===== src/rtl/clk_gate_sequencer_if.sv =====
// ---------------------------------------------------------------------------
// clk_gate_sequencer_if
// Bundles the lock/enable controls and the clock/debug outputs of the
// clock-gate sequencer. clk_in1 and rst_n are kept as plain module ports.
//
//   locked     master -> slave   MMCM lock status (asynchronous)
//   ce_user    master -> slave   user clock-enable for clk_gated
//   clk_bufg   slave  -> master  ungated global copy of clk_in1
//   clk_bufh   slave  -> master  ungated regional copy of clk_in1
//   clk_gated  slave  -> master  glitch-free gated copy of clk_in1
//   gate_open  slave  -> master  current gate enable (negedge latch)
//   clk_div    slave  -> master  gated divide-by-DIV_N clock
//   div_tick   slave  -> master  one-cycle pulse at start of each period
//   seq_state  slave  -> master  lock sequencer contents (debug)
// ---------------------------------------------------------------------------
interface clk_gate_sequencer_if #(
    parameter int SEQ_DEPTH = 8
);
    logic                 locked;
    logic                 ce_user;
    logic                 clk_bufg;
    logic                 clk_bufh;
    logic                 clk_gated;
    logic                 gate_open;
    logic                 clk_div;
    logic                 div_tick;
    logic [SEQ_DEPTH-1:0] seq_state;

    modport master (
        output locked,
        output ce_user,
        input  clk_bufg,
        input  clk_bufh,
        input  clk_gated,
        input  gate_open,
        input  clk_div,
        input  div_tick,
        input  seq_state
    );

    modport slave (
        input  locked,
        input  ce_user,
        output clk_bufg,
        output clk_bufh,
        output clk_gated,
        output gate_open,
        output clk_div,
        output div_tick,
        output seq_state
    );
endinterface


===== src/rtl/clk_gate_sequencer.sv =====
// ---------------------------------------------------------------------------
// clk_gate_sequencer
// Behavioural clock-buffer / clock-gating block for the A/V clock manager.
// From one MMCM output clock it provides ungated global and regional copies,
// a glitch-free gated copy that stays closed until lock has been stable for
// SEQ_DEPTH cycles, and a divide-by-DIV_N clock with a start-of-period tick.
//
// Ports:
//   clk_in1  in   source clock, all sequential logic runs on it
//   rst_n    in   asynchronous active-low reset
//   bus      slave modport of clk_gate_sequencer_if (see that file)
//
// Parameters:
//   SEQ_DEPTH  lock sequencer length, >= 2; must match the interface
//   DIV_N      divide ratio of clk_div, >= 2
// ---------------------------------------------------------------------------
module clk_gate_sequencer #(
    parameter int SEQ_DEPTH = 8,
    parameter int DIV_N     = 10
) (
    input  logic                   clk_in1,
    input  logic                   rst_n,
    clk_gate_sequencer_if.slave    bus
);

    localparam int CW = (DIV_N > 2) ? $clog2(DIV_N) : 1;
    localparam logic [CW-1:0] CNT_LAST = CW'(DIV_N - 1);
    localparam logic [CW-1:0] CNT_HALF = CW'(DIV_N / 2);

    logic [SEQ_DEPTH-1:0] seq;
    logic                 ready;
    logic                 en_lat;
    logic [CW-1:0]        cnt;
    logic [CW-1:0]        cnt_next;
    logic                 clk_div_q;
    logic                 div_tick_q;

    // The shift register doubles as the synchroniser for the asynchronous
    // lock input; its last stage is the "lock has been stable" indication.
    always_ff @(posedge clk_in1 or negedge rst_n) begin
        if (!rst_n) begin
            seq <= '0;
        end else begin
            seq <= {seq[SEQ_DEPTH-2:0], bus.locked};
        end
    end

    assign ready = seq[SEQ_DEPTH-1];

    // Enable is captured on the falling edge so it only ever changes while
    // clk_in1 is low; the AND gate below therefore cannot emit a runt pulse.
    always_ff @(negedge clk_in1 or negedge rst_n) begin
        if (!rst_n) begin
            en_lat <= 1'b0;
        end else begin
            en_lat <= ready & bus.ce_user;
        end
    end

    always_comb begin
        cnt_next = (cnt == CNT_LAST) ? '0 : cnt + CW'(1);
    end

    // Divider is held cleared while not ready, so the first period after
    // lock is one cycle short (cnt resumes at 1); later periods are DIV_N.
    always_ff @(posedge clk_in1 or negedge rst_n) begin
        if (!rst_n) begin
            cnt        <= '0;
            clk_div_q  <= 1'b0;
            div_tick_q <= 1'b0;
        end else if (!ready) begin
            cnt        <= '0;
            clk_div_q  <= 1'b0;
            div_tick_q <= 1'b0;
        end else begin
            cnt        <= cnt_next;
            clk_div_q  <= (cnt_next >= CNT_HALF);
            div_tick_q <= (cnt_next == '0);
        end
    end

    assign bus.clk_bufg  = clk_in1;
    assign bus.clk_bufh  = clk_in1;
    assign bus.clk_gated = clk_in1 & en_lat;
    assign bus.gate_open = en_lat;
    assign bus.clk_div   = clk_div_q;
    assign bus.div_tick  = div_tick_q;
    assign bus.seq_state = seq;

endmodule


===== src/flat_wrapper.sv =====
// flat-port wrapper written by rule: the top's interface ports become plain ports
module clk_gate_sequencer_flat 
#(
    parameter int SEQ_DEPTH = 8,
    parameter int DIV_N     = 10
)
  (clk_in1, rst_n, bus_locked, bus_ce_user, bus_clk_bufg, bus_clk_bufh, bus_clk_gated, bus_gate_open, bus_clk_div, bus_div_tick, bus_seq_state);
  clk_gate_sequencer_if #(.SEQ_DEPTH(SEQ_DEPTH)) bus_i ();
  input  logic clk_in1;
  input  logic rst_n;
  input wire logic [$bits(bus_i.locked)-1:0] bus_locked;
  input wire logic [$bits(bus_i.ce_user)-1:0] bus_ce_user;
  output wire logic [$bits(bus_i.clk_bufg)-1:0] bus_clk_bufg;
  output wire logic [$bits(bus_i.clk_bufh)-1:0] bus_clk_bufh;
  output wire logic [$bits(bus_i.clk_gated)-1:0] bus_clk_gated;
  output wire logic [$bits(bus_i.gate_open)-1:0] bus_gate_open;
  output wire logic [$bits(bus_i.clk_div)-1:0] bus_clk_div;
  output wire logic [$bits(bus_i.div_tick)-1:0] bus_div_tick;
  output wire logic [$bits(bus_i.seq_state)-1:0] bus_seq_state;
  assign bus_i.locked = bus_locked;
  assign bus_i.ce_user = bus_ce_user;
  assign bus_clk_bufg = bus_i.clk_bufg;
  assign bus_clk_bufh = bus_i.clk_bufh;
  assign bus_clk_gated = bus_i.clk_gated;
  assign bus_gate_open = bus_i.gate_open;
  assign bus_clk_div = bus_i.clk_div;
  assign bus_div_tick = bus_i.div_tick;
  assign bus_seq_state = bus_i.seq_state;
  clk_gate_sequencer #(.SEQ_DEPTH(SEQ_DEPTH), .DIV_N(DIV_N)) u_core (.clk_in1(clk_in1), .rst_n(rst_n), .bus(bus_i));
endmodule

===== config.mk =====
export PLATFORM = sky130hd
export DESIGN_NAME = clk_gate_sequencer_flat
export DESIGN_NICKNAME = d
export VERILOG_FILES = /design/src/rtl/clk_gate_sequencer_if.sv /design/src/rtl/clk_gate_sequencer.sv /design/src/flat_wrapper.sv
export SDC_FILE = /design/constraint.sdc
export NUM_CORES = 1
export LEC_CHECK = 0
export CAP_MARGIN = 20
export CORE_UTILIZATION = 35
export DETAILED_ROUTE_END_ITERATION = 16
export MAX_ROUTING_LAYER = met4
export PLACE_DENSITY = 0.69
export RECOVER_POWER = 25
export SLEW_MARGIN = 20
export SYNTH_ARGS = -nofsm -noshare
export SYNTH_HDL_FRONTEND = slang
export SYNTH_SLANG_ARGS = --single-unit

===== constraint.sdc =====
create_clock -name clk_in1 -period 2.2 [get_ports clk_in1]
set_input_delay 0.33 -clock clk_in1 [delete_from_list [all_inputs] [get_ports clk_in1]]
set_output_delay 0.33 -clock clk_in1 [all_outputs]
set_load 0.005 [all_outputs]

Yosys cells after proc, flatten, opt, wreduce, memory -nomap -nowiden:

Cells that the tools add are included.

* flip-flop bits (word level): 15
* input bits: 4
* output and inout bits: 14
* word-level logic and storage cells: 15

* $add $sub $neg: 1
* $lt $le $gt $ge: 1
* equality and inequality tests: 1
* muxes and demuxes: 4
* bitwise gates (word level): 2
* reductions and logical operators: 1

Operator list (count)
* 4-bit 2-to-1 mux: 2
* 4-bit by 1-bit adder with 4-bit output (second input constant): 1
* 4-bit == test (second input constant): 1
* 4-bit by 3-bit >= comparator with 1-bit output (second input constant): 1
* 4-bit logical NOT: 1
* 1-bit AND: 2
* 1-bit 2-to-1 mux: 2

Depth between registers and ports, before layout:

* depth after elaboration: 4
* mapped depth: 3
* mapped depth without buffers: 3

==> metrics.md <==
| Metric | Value |
|---|---|
| Main flop type after synthesis | dfrtp_1 |
| Worst EP required | 1.87 ns |
| Post-detailed-route DRC marker count | 0 |
| Mapped cell area | 536.8 µm² |
| Max VDD drop | 0.8864 mV |
| Synth Register Bits | 15 |
| Net count of the mapped netlist | 44 |
| Post-synth top area cell | dfrtp_1 |
| Top post-synthesis cells by area | dfrtp_1 65%, dfrtn_1 4.7%, nor2b_1 4.7%, and2_1 3.5%, buf_4 2.8% |
| Worst min path class | reg2reg |
| Worst path bufs/invs | 1 |
| Global-route usage over all layers | 16.36% |
| Post-synthesis async set-or-reset flop share | 100.0% |
| FP Rows | 13 |
| Worst Setup Slack post-DPL | -0.1991 ns |
| Vias/cell | 4.700 |
| Detailed Route Iter0 Violations | 5 |
| Via count | 376 |
| Finish-stage setup viols | 3 |
| Grt total ovfl | 0 |
| Final Hold Vio Count | 0 |
| Power per unit of standard cell area | 923.3 nW/µm² |
| Worst slew margin | 52.42% |
| Fraction of the yosys area taken by sequential cells | 69.93% |
| CP Cell Sequence | and2_4 > buf_6 |
| Clock Latency Late Sink | 0.39 ns |
| Routability-driven placement congestion ratio | 0.7380 |
| Syn Area/Cell | 13.42 µm² |
| Share of cells above drive strength 1 | 20.00% |
| Post-layout power | 0.7151 mW |
| DRT antenna net count | 0 |
| Count of synthesis-stage warnings from yosys | 0 |
| Clock-pin slew on the worst setup and hold paths | 0.09 ns |
| Non-filler cells, final | 80 |
| Number of buffer cells added on primary ports | 17 |
| Startpoint Class | flip-flop |
| Die span in y | 41.16 µm |
| Total area of sequential cells | 375.4 µm² |
| Total count of max-transition violations in the final report | 0 |
| Floorplan die width | 41.16 µm |
| Number of distinct library cells after synthesis | 18 |
| Post-detailed-route wirelength per cell | 11.26 µm |
| Status | finished, violations left |
| Core ar. | 1366 µm² |
| Standard cell with the maximum stage delay on the critical path | dfrtn_1 |
| Final wirelength | 901 µm |
| Slew at the pin closest to its max-slew limit | 0.7136 ns |
| Critical-path maximum fanout | 2 |
| Hpwl dp | 589.6 µm |
| Area Overhead vs Synth | 44.29% |
| Clock skew | 0.008774 ns |
| Endpoint class of the critical path | output pin |
| CTS Hold Buffers Added | 0 |
| Iteration count of the initial detailed-routing pass | 3 |
| Final-stage net count | 69 |
| Placed Cells incl. Taps | 71 |
| Failing checks | negative setup slack |
| Max incr delay on CP | 0.40 ns |
| Antenna violations before repair | 0 |
| Total leakage power | 0.3478 nW |
| IO Count | 18 |
| Initial standard-cell utilization of the core | 39.29% |
| Final WS setup | -0.2416 ns |
| Area taken by multi-input logic gates | 145.1 µm² |
| Maximum Capacitance Violations | 0 |
| Setup CP Type | reg2out |
| Synth top area share | 65.27% |
| Number of filler instances in the final layout | 128 |
| Worst path top cell family by delay | flip-flops |
| First-pass GRT wire length | 1.518 mm |
| Ant diodes | 0 |
| Clock tree from TritonCTS | done |
| Number of global-route vias before repair | 383 |
| Arrival time of the worst setup path | 2.11 ns |
| Sum Neg Setup Slack | -0.3788 ns |
| Synth Instances | 40 |
| Number of enable flip-flop cells after synthesis | 0 |
| Die area | 1694 µm² |
| Largest net degree at the start of global routing | 15 |
| Unrepaired setup endpoints after global routing | true |
area by class of cell:
class,instances,share of cell area (%)
flip-flops and latches,15,48.47
multi-input cells,22,18.74
repair buffers,15,17.93
clock buffers,11,11.31
well taps,15,2.423
clock inverters,1,0.6462
inverters,1,0.4847
what timing repair did:
item,in CTS,in global routing
setup endpoints to repair,3,3
gates resized for setup,8,2
buffers inserted,0,0
flip-flops by register name (all words and copies together) (netlist names):
| signal | count |
|---|---|
| u_core.bus.clk_div | 1 |
| u_core.bus.gate_open | 1 |
| u_core.bus.div_tick | 1 |
| u_core.bus.seq_state | 8 |
| u_core.cnt | 4 |
metrics by stage:
step | hold WS (ns) | utilization [%] | instance area (µm²)
2_1_floorplan | 0.03441 | - | 536.8
3_3_place_gp | 0.3590 | 52.56 | 718.2
3_5_place_dp | 0.3602 | 52.56 | 718.2
4_1_cts | 0.2827 | 56.32 | 769.5
5_1_grt | 0.3815 | 56.68 | 774.5
6_report | 0.3706 | 56.68 | 774.5
layout by cell type, fill, tap and decap left out, drive strengths merged:
master,instances
a21boi,1
a21oi,1
and2,3
and3b,1
buf,2
clkbuf,9
clkdlybuf4s50,13
clkinv,1
dfrtn,1
dfrtp,14
dlygate4sd3,2
inv,1
nand2,1
nand3,2
nor2b,5
nor3,2
o21a,1
o21ai,4
xnor2,1
synth_stat cells (2+ instances only):
| cell type | instances |
|---|---|
| nor3_1 | 2 |
| buf_4 | 2 |
| dfrtp_1 | 14 |
| nor2b_1 | 4 |
| nand3_1 | 2 |
| o21ai_0 | 2 |
| and2_1 | 3 |
kinds of logic after synthesis:
kind of cell           Yosys count  share of synthesized area, %
AO/OA/AOI/OAI                    7                         8.158
flip-flops                      15                         69.93
buffers and inverters            3                         3.495
XOR/XNOR                         1                         1.632
AND/OR/NAND/NOR                 14                         16.78
final timing paths:
kind | start | end | slack (ns) | cells after the start
max in group asynchronous | rst_n | u_core.bus.gate_open | 0.92 | 1
min in group asynchronous | rst_n | u_core.bus.seq_state[2] | 0.54 | 2
worst min register to register | u_core.bus.seq_state[1] | u_core.bus.seq_state[2] | 0.37 | 0
worst max register to register | u_core.bus.seq_state[7] | u_core.bus.gate_open | 0.33 | 1
worst max-delay path | u_core.bus.gate_open | bus_clk_gated | -0.24 | 2
worst min-delay path | u_core.bus.seq_state[1] | u_core.bus.seq_state[2] | 0.37 | 0
power by group:
part | internal [mW] | switching [mW] | leakage (nW) | total [mW]
sequential | 0.288 | 0.0130 | 0.187 | 0.301
combinational | 0.0260 | 0.0146 | 0.105 | 0.0406
clock | 0.233 | 0.141 | 0.0557 | 0.373
metal layers:
metal  part of all wire [%]  GRT usage [%]
met1                     44          16.10
met2                     51          19.92
met3                    4.8          11.41
met4                      0          16.94
met5                      0              -
Note: power is estimated with default switching activity, not from simulation.
